[src/rtl/usr_serial_sequencer.sv]
// Word-to-serial sequencer that drives an external universal shift register.
// Optional USR rotate (loopback) mode: define USR_SEQ_LOOPBACK_EN.
module usr_serial_sequencer #(
  parameter int   WIDTH = 8,
  parameter logic FILL  = 1'b0
) (
  input  logic             clk,
  input  logic             rst,
  input  logic             s_valid,
  input  logic [WIDTH-1:0] s_data,
  input  logic             s_msb_first,
  output logic             s_ready,
  output logic [1:0]       usr_ctrl,
  output logic [WIDTH-1:0] usr_din,
  output logic             usr_sil,
  output logic             usr_sir,
  input  logic [WIDTH-1:0] usr_q,
  output logic             ser_out,
  output logic             ser_valid,
  input  logic             ser_ready,
  output logic             done
);

  localparam int CW = $clog2(WIDTH);
  localparam logic [CW-1:0] LAST = CW'(WIDTH - 1);

  typedef enum logic [1:0] {
    IDLE,
    LOAD,
    SHIFT,
    DONE
  } state_t;

  state_t           state;
  state_t           state_nx;
  logic [CW-1:0]    cnt;
  logic [CW-1:0]    cnt_nx;
  logic [WIDTH-1:0] word;
  logic             dir;
  logic             accept;

  assign accept  = (state == IDLE) && s_valid;
  assign usr_din = word;

`ifdef USR_SEQ_LOOPBACK_EN
  // Rotate: the bit leaving one end re-enters at the other.
  assign usr_sir = usr_q[0];
  assign usr_sil = usr_q[WIDTH-1];
`else
  assign usr_sir = FILL;
  assign usr_sil = FILL;
`endif

  always_ff @(posedge clk) begin
    if (!rst) begin
      state <= IDLE;
      cnt   <= '0;
      word  <= '0;
      dir   <= 1'b0;
    end else begin
      state <= state_nx;
      cnt   <= cnt_nx;
      if (accept) begin
        word <= s_data;
        dir  <= s_msb_first;
      end
    end
  end

  always_comb begin
    state_nx  = state;
    cnt_nx    = cnt;
    s_ready   = 1'b0;
    usr_ctrl  = 2'b00;
    ser_valid = 1'b0;
    ser_out   = 1'b0;
    done      = 1'b0;
    case (state)
      IDLE: begin
        s_ready = 1'b1;
        if (s_valid) state_nx = LOAD;
      end
      LOAD: begin
        usr_ctrl = 2'b11;
        cnt_nx   = '0;
        state_nx = SHIFT;
      end
      SHIFT: begin
        ser_valid = 1'b1;
        ser_out   = dir ? usr_q[WIDTH-1] : usr_q[0];
        if (ser_ready) begin
          usr_ctrl = dir ? 2'b10 : 2'b01;
          // Hold the counter on the final beat so it never wraps.
          if (cnt == LAST) begin
            state_nx = DONE;
          end else begin
            cnt_nx = cnt + CW'(1);
          end
        end
      end
      DONE: begin
        done     = 1'b1;
        state_nx = IDLE;
      end
      default: state_nx = IDLE;
    endcase
  end

endmodule

[config.mk]
export PLATFORM = sky130hd
export DESIGN_NAME = usr_serial_sequencer
export DESIGN_NICKNAME = d
export VERILOG_FILES = /design/src/rtl/usr_serial_sequencer.sv
export SDC_FILE = /design/constraint.sdc
export NUM_CORES = 1
export LEC_CHECK = 0
export CELL_PAD_IN_SITES_DETAIL_PLACEMENT = 1
export CELL_PAD_IN_SITES_GLOBAL_PLACEMENT = 2
export CORE_UTILIZATION = 24
export CTS_BUF_LIST = sky130_fd_sc_hd__clkbuf_2 sky130_fd_sc_hd__clkbuf_4 sky130_fd_sc_hd__clkbuf_8
export DETAILED_ROUTE_END_ITERATION = 12
export HOLD_SLACK_MARGIN = 0.15
export PLACE_DENSITY = 0.95
export SLEW_MARGIN = 10
export SYNTH_ARGS = -nofsm -noshare
export SYNTH_HDL_FRONTEND = slang
export SYNTH_SLANG_ARGS = --single-unit
[constraint.sdc]
create_clock -name clk -period 2.3 [get_ports clk]
set_input_delay 0.46 -clock clk [delete_from_list [all_inputs] [get_ports clk]]
set_output_delay 0.46 -clock clk [all_outputs]
set_load 0.005 [all_outputs]
==> flow_summary_export.csv, run 1 <==
group,metric,value,unit
status,status,"finished, final reports clean",
route,vias,695,
clocking,post_cts_buffers,0,
logic_synthesis,yosys_register_bits,14,
logic_synthesis,synthCells,85,
clocking,root_buffer,"clkbuf_4",
timing,setup-violations-final,0,
place,io_buffers,28,
worst_setup_path,cp_top_family,"buffers and inverters",
clocking,clock-sinks,14,
global_route,antenna_found_initial,0,
clocking,clockBufferDepth,2,
route,post_drt_wl_per_cell,12.1,µm
floorplanning,coreArea,3050,µm²
clocking,ctsResizeCount,0,
timing,final.min_clock_period,2.20,ns
route,viasPerCell,4.34,
floorplanning,num_io_pins,37,
worst_setup_path,cp-end-kind,"output port",
floorplanning,die_x,58.5,µm
route,drt_iter0_drc,9,
logic_synthesis,seq_area_frac_synth,0.365,
timing,rsz0062_at_grt,"true",
clocking,cts_buffers,3,
power,p_leak,0.000452,µW
floorplanning,die_y,58.5,µm
worst_setup_path,cp-start-kind,"input pin",
timing,skew,0.00526,ns
logic_synthesis,yosysUniqueCellTypes,21,
timing,whs,0.461,ns
final_layout,final_core_util,0.373,
global_route,first_global_vias,716,
logic_synthesis,synth_top_area_frac,0.365,
route,first_pass_iters,2,
final_layout,antenna_cells,0,
final_layout,mostFrequentLayoutCells,"clkdlybuf4s50_1, nand2_1, dfxtp_1",
global_route,grt_overflow,0,
worst_setup_path,worst-path-buf-inv,2,
worst_setup_path,crit_top_cell,"clkdlybuf4s50_1",
place,dpl_cell_area,1100,µm²
logic_synthesis,synth_top_area_cell,"dfxtp_1",
min_path,hp-class,"register to register",
place,dp_hpwl,1.52,mm
place,place_ws,0.0865,ns
floorplanning,initial_core_util,0.251,
worst_setup_path,crit_type,"input pin to output port",
timing,maxSlewHeadroom,0.601,
worst_setup_path,required,1.84,ns
worst_setup_path,arrival,1.74,ns
floorplanning,die_area,3430,µm²
clocking,htreeDepth,1,
worst_setup_path,worstPathMaxFanout,3,
final_layout,final_common_cell,"clkdlybuf4s50_1",
route,wl,1.93,mm
global_route,grt_pass1_wl,3.25,mm
route,drtAntennaViolNets,0,
clocking,clk_latency,0.29,ns
power,peakVddDrop,0.000519,V
timing,hold_viol,0,
timing,max_freq,455,MHz
logic_synthesis,yosysWarnings,0,
global_route,grt_use_total,0.123,
timing,drv_slew,0,
logic_synthesis,synth-main-ff-cell,"dfxtp_1",
logic_synthesis,syn_avg_cell_area,9.02,µm²
worst_setup_path,cp_slowest_cell,"clkdlybuf4s50_1",
worst_setup_path,cp_cell_sequence,"clkdlybuf4s50_1 > nand2_1 > nor2_1 > o21a_1 > clkdlybuf4s50_1",
worst_setup_path,critPathMaxStageDelay,0.51,ns
final_layout,layout-drive-gt1-share,0.129,
final_layout,final_nets,145,
place,routabilityCongestion,0.662,
final_layout,final_area,1140,µm²
power,power_density,801,nW/µm²
final_layout,syn_to_final_growth,48.6,%
timing,period_share,0.956,
logic_synthesis,synthArstFlopShare,0,
clocking,path_clk_slew,0.08,ns
flow_run,drv_cap,0,
logic_synthesis,syn-cell-area,767,µm²
global_route,grt_max_degree,19,
clocking,hold_buffers,0,
logic_synthesis,synth.area.top_cells,"dfxtp_1, ha_1, a21boi_1",
timing,tightest_slew,0.597,ns
timing,setup_slack,0.101,ns
power,power,913,µW
clocking,cts_tree,"yes",
logic_synthesis,synth_edf_count,0,
floorplanning,rows,20,
route,drc_errors,0,
==> registers in the layout, summed over array words and instances (netlist names) <==
register  count
dir           1
state         2
cnt           3
usr_din       8
==> Yosys cell counts (all sizes together), types with 2 or more instances <==
cell type / instances
dfxtp: 14
nand3: 11
nor2b: 4
o21a: 2
a21boi: 9
ha: 7
buf: 5
mux2i: 5
nand2: 16
inv: 4
a31oi: 2
==> worst min-delay path: stages (launching register included) <==
cell      delay, ns
dfxtp_1        0.32
nand2_1        0.05
a21boi_1       0.05
==> cell type report <==
class | instances | area [µm²]
tap | 44 | 55.1
multi-input combinational | 62 | 440
timing repair buffer | 32 | 310
inverter | 4 | 15.0
sequential | 14 | 283
fill | 376 | 1910
clock buffer | 4 | 36.3
==> final timing paths <==
kind / from / to / slack (ns) / cells after the start
setup / recovery: ser_ready / usr_ctrl[0] / 0.10 / 5
hold / removal: usr_din[5]$_SDFFE_PN0P_ / usr_din[5]$_SDFFE_PN0P_ / 0.46 / 2
setup reg to reg: state[0]$_SDFFE_PN0P_ / state[1]$_SDFFE_PN0P_ / 0.85 / 5
hold reg to reg: usr_din[5]$_SDFFE_PN0P_ / usr_din[5]$_SDFFE_PN0P_ / 0.46 / 2
==> stage by stage <==
stage	std cells	setup TNS (ns)
global route	160	-0.00712
CTS	160	0
floorplan	86	0
global placement	156	0
detailed placement	156	0
finish	160	0
==> where the power goes <==
| group | total [µW] | switching [µW] | internal, µW |
|---|---|---|---|
| combinational | 410 | 185 | 225 |
| sequential | 321 | 33.9 | 287 |
| clock | 181 | 85.0 | 96.4 |
==> layer usage <==
metal | vias to the layer above | share of wire | wire, µm | track usage
li1 | 347 | - | - | -
met1 | 332 | 0.43 | 838 | 0.144
met2 | 14 | 0.54 | 1030 | 0.233
met3 | 2 | 0.022 | 43 | 0.0198
met4 | 0 | 0.0073 | 14 | 0.0306
met5 | - | 0 | 0 | 0
==> cell families (layout without fill, tap and decap cells) <==
| logic type | after synthesis | after routing | synth area share |
|---|---|---|---|
| AOI/OAI and AO/OA | 15 | 15 | 0.178 |
| adders and majority gates | 7 | 7 | 0.114 |
| buffers and inverters | 10 | 40 | 0.0685 |
| DFF | 14 | 14 | 0.365 |
| muxes | 5 | 5 | 0.0653 |
| other | 1 | 2 | 0.00489 |
| and+or+nand+nor | 33 | 33 | 0.204 |
Power figures use the tool's default switching activity.
==> run 2, diff against run 1 <==
--- a/config.mk
+++ b/config.mk
@@ -12,6 +12,7 @@
 export DETAILED_ROUTE_END_ITERATION = 12
 export HOLD_SLACK_MARGIN = 0.15
 export PLACE_DENSITY = 0.95
+export SETUP_SLACK_MARGIN = 0.02
 export SLEW_MARGIN = 10
 export SYNTH_ARGS = -nofsm -noshare
 export SYNTH_HDL_FRONTEND = slang
==> run 2 against run 1 <==
Effect of this change: global-route usage unchanged; sequential cell count unchanged; die area stayed put; sequential power rose by 2%; final cell count unchanged; critical endpoint unchanged.
==> flow_summary_export.csv, run 2 (synthesized netlist as in run 1, its figures left out) <==
group,metric,value,unit
clocking,path_clk_slew,0.08,ns
final_layout,final_common_cell,"clkdlybuf4s50_1",
timing,setup-violations-final,0,
final_layout,mostFrequentLayoutCells,"clkdlybuf4s50_1, nand2_1, dfxtp_1",
route,vias,694,
floorplanning,rows,20,
worst_setup_path,cp-end-kind,"output port",
status,status,"finished, final reports clean",
clocking,clock-sinks,14,
clocking,cts_buffers,3,
route,wl,1.94,mm
min_path,hp-class,"register to register",
global_route,grt_use_total,0.123,
place,io_buffers,28,
floorplanning,num_io_pins,37,
floorplanning,die_x,58.5,µm
final_layout,ff_latch_area,288,µm²
global_route,antenna_found_initial,0,
route,viasPerCell,4.34,
timing,tightest_slew,0.607,ns
clocking,hold_buffers,0,
clocking,root_buffer,"clkbuf_4",
place,dpl_cell_area,1100,µm²
clocking,post_cts_buffers,0,
clocking,ctsResizeCount,0,
clocking,clk_latency,0.29,ns
place,dp_hpwl,1.52,mm
final_layout,final_nets,145,
route,drtAntennaViolNets,0,
worst_setup_path,crit_top_cell,"clkdlybuf4s50_1",
worst_setup_path,critPathMaxStageDelay,0.51,ns
global_route,grt_max_degree,19,
timing,max_freq,453,MHz
worst_setup_path,cp_slowest_cell,"clkdlybuf4s50_1",
power,power,924,µW
timing,maxSlewHeadroom,0.594,
worst_setup_path,worstPathMaxFanout,3,
flow_run,drv_cap,0,
clocking,clockBufferDepth,2,
route,drt_iter0_drc,8,
global_route,first_global_vias,716,
floorplanning,die_y,58.5,µm
floorplanning,coreArea,3050,µm²
final_layout,fillers,372,
clocking,cts_tree,"yes",
final_layout,final_area,1150,µm²
final_layout,antenna_cells,0,
floorplanning,initial_core_util,0.251,
global_route,grt_pass1_wl,3.25,mm
worst_setup_path,arrival,1.75,ns
power,peakVddDrop,0.000519,V
final_layout,syn_to_final_growth,50.6,%
power,p_leak,0.000454,µW
timing,final.min_clock_period,2.21,ns
floorplanning,die_area,3430,µm²
route,drc_errors,0,
route,first_pass_iters,2,
final_layout,largest_register_ffs,8,
global_route,grt_overflow,0,
worst_setup_path,cp_cell_sequence,"clkdlybuf4s50_1 > nand2_1 > nor2_1 > o21a_1 > clkdlybuf4s50_1",
timing,final.setup.tns,0,ns
final_layout,layout-drive-gt1-share,0.138,
final_layout,multi_input_area,450,µm²
place,routabilityCongestion,0.662,
timing,skew,0.00492,ns
worst_setup_path,cp-start-kind,"input pin",
clocking,htreeDepth,1,
worst_setup_path,crit_type,"input pin to output port",
timing,drv_slew,0,
timing,period_share,0.960,
power,power_density,800,nW/µm²
timing,hold_viol,0,
route,post_drt_wl_per_cell,12.1,µm
timing,rsz0062_at_grt,"false",
worst_setup_path,required,1.84,ns
## run 2: critical path, delay by kind of cell
family | cells | cell delay [ns]
buffers and inverters | 2 | 1.00
AOI/OAI and AO/OA | 1 | 0.13
and+or+nand+nor | 2 | 0.16
## run 2: final timing paths
path / startpoint / cells past startpoint / endpoint / slack, ns
max: ser_ready / 5 / usr_ctrl[0] / 0.09
min: usr_din[5]$_SDFFE_PN0P_ / 2 / usr_din[5]$_SDFFE_PN0P_ / 0.46
max reg2reg: state[1]$_SDFFE_PN0P_ / 5 / state[1]$_SDFFE_PN0P_ / 0.87
min reg2reg: usr_din[5]$_SDFFE_PN0P_ / 2 / usr_din[5]$_SDFFE_PN0P_ / 0.46
## run 2: metrics by stage
| stage | instances | utilization | worst slack, ns | hold WS, ns |
|---|---|---|---|---|
| 5_1_grt | 160 | 0.378 | 0.0202 | 0.493 |
| 2_1_floorplan | 86 | - | 0.823 | 0.442 |
| 3_3_place_gp | 156 | 0.360 | 0.127 | 0.443 |
| 6_report | 160 | 0.378 | 0.0911 | 0.461 |
| 4_1_cts | 160 | 0.372 | 0.0413 | 0.469 |
| 3_5_place_dp | 156 | 0.360 | 0.0865 | 0.454 |
## run 2: layer usage
| layer | GRT usage | vias up | wire (µm) |
|---|---|---|---|
| li1 | - | 345 | - |
| met1 | 0.144 | 333 | 847 |
| met2 | 0.233 | 14 | 1030 |
| met3 | 0.0198 | 2 | 43 |
| met4 | 0.0306 | 0 | 14 |
| met5 | 0 | - | 0 |
## run 2: cell type report
cell class	instances	share of cell area
timing repair buffer	32	0.269
clock buffer	4	0.0314
multi-input combinational	62	0.390
tap	44	0.0477
sequential	14	0.249
inverter	4	0.0130
## run 2: power breakdown
group	leakage, µW	total [µW]	internal (µW)	switching (µW)
Clock	0.0000210	181	96.4	84.6
Sequential	0.000116	327	291	36.2
Combinational	0.000317	416	228	188
Total	0.000454	924	615	309
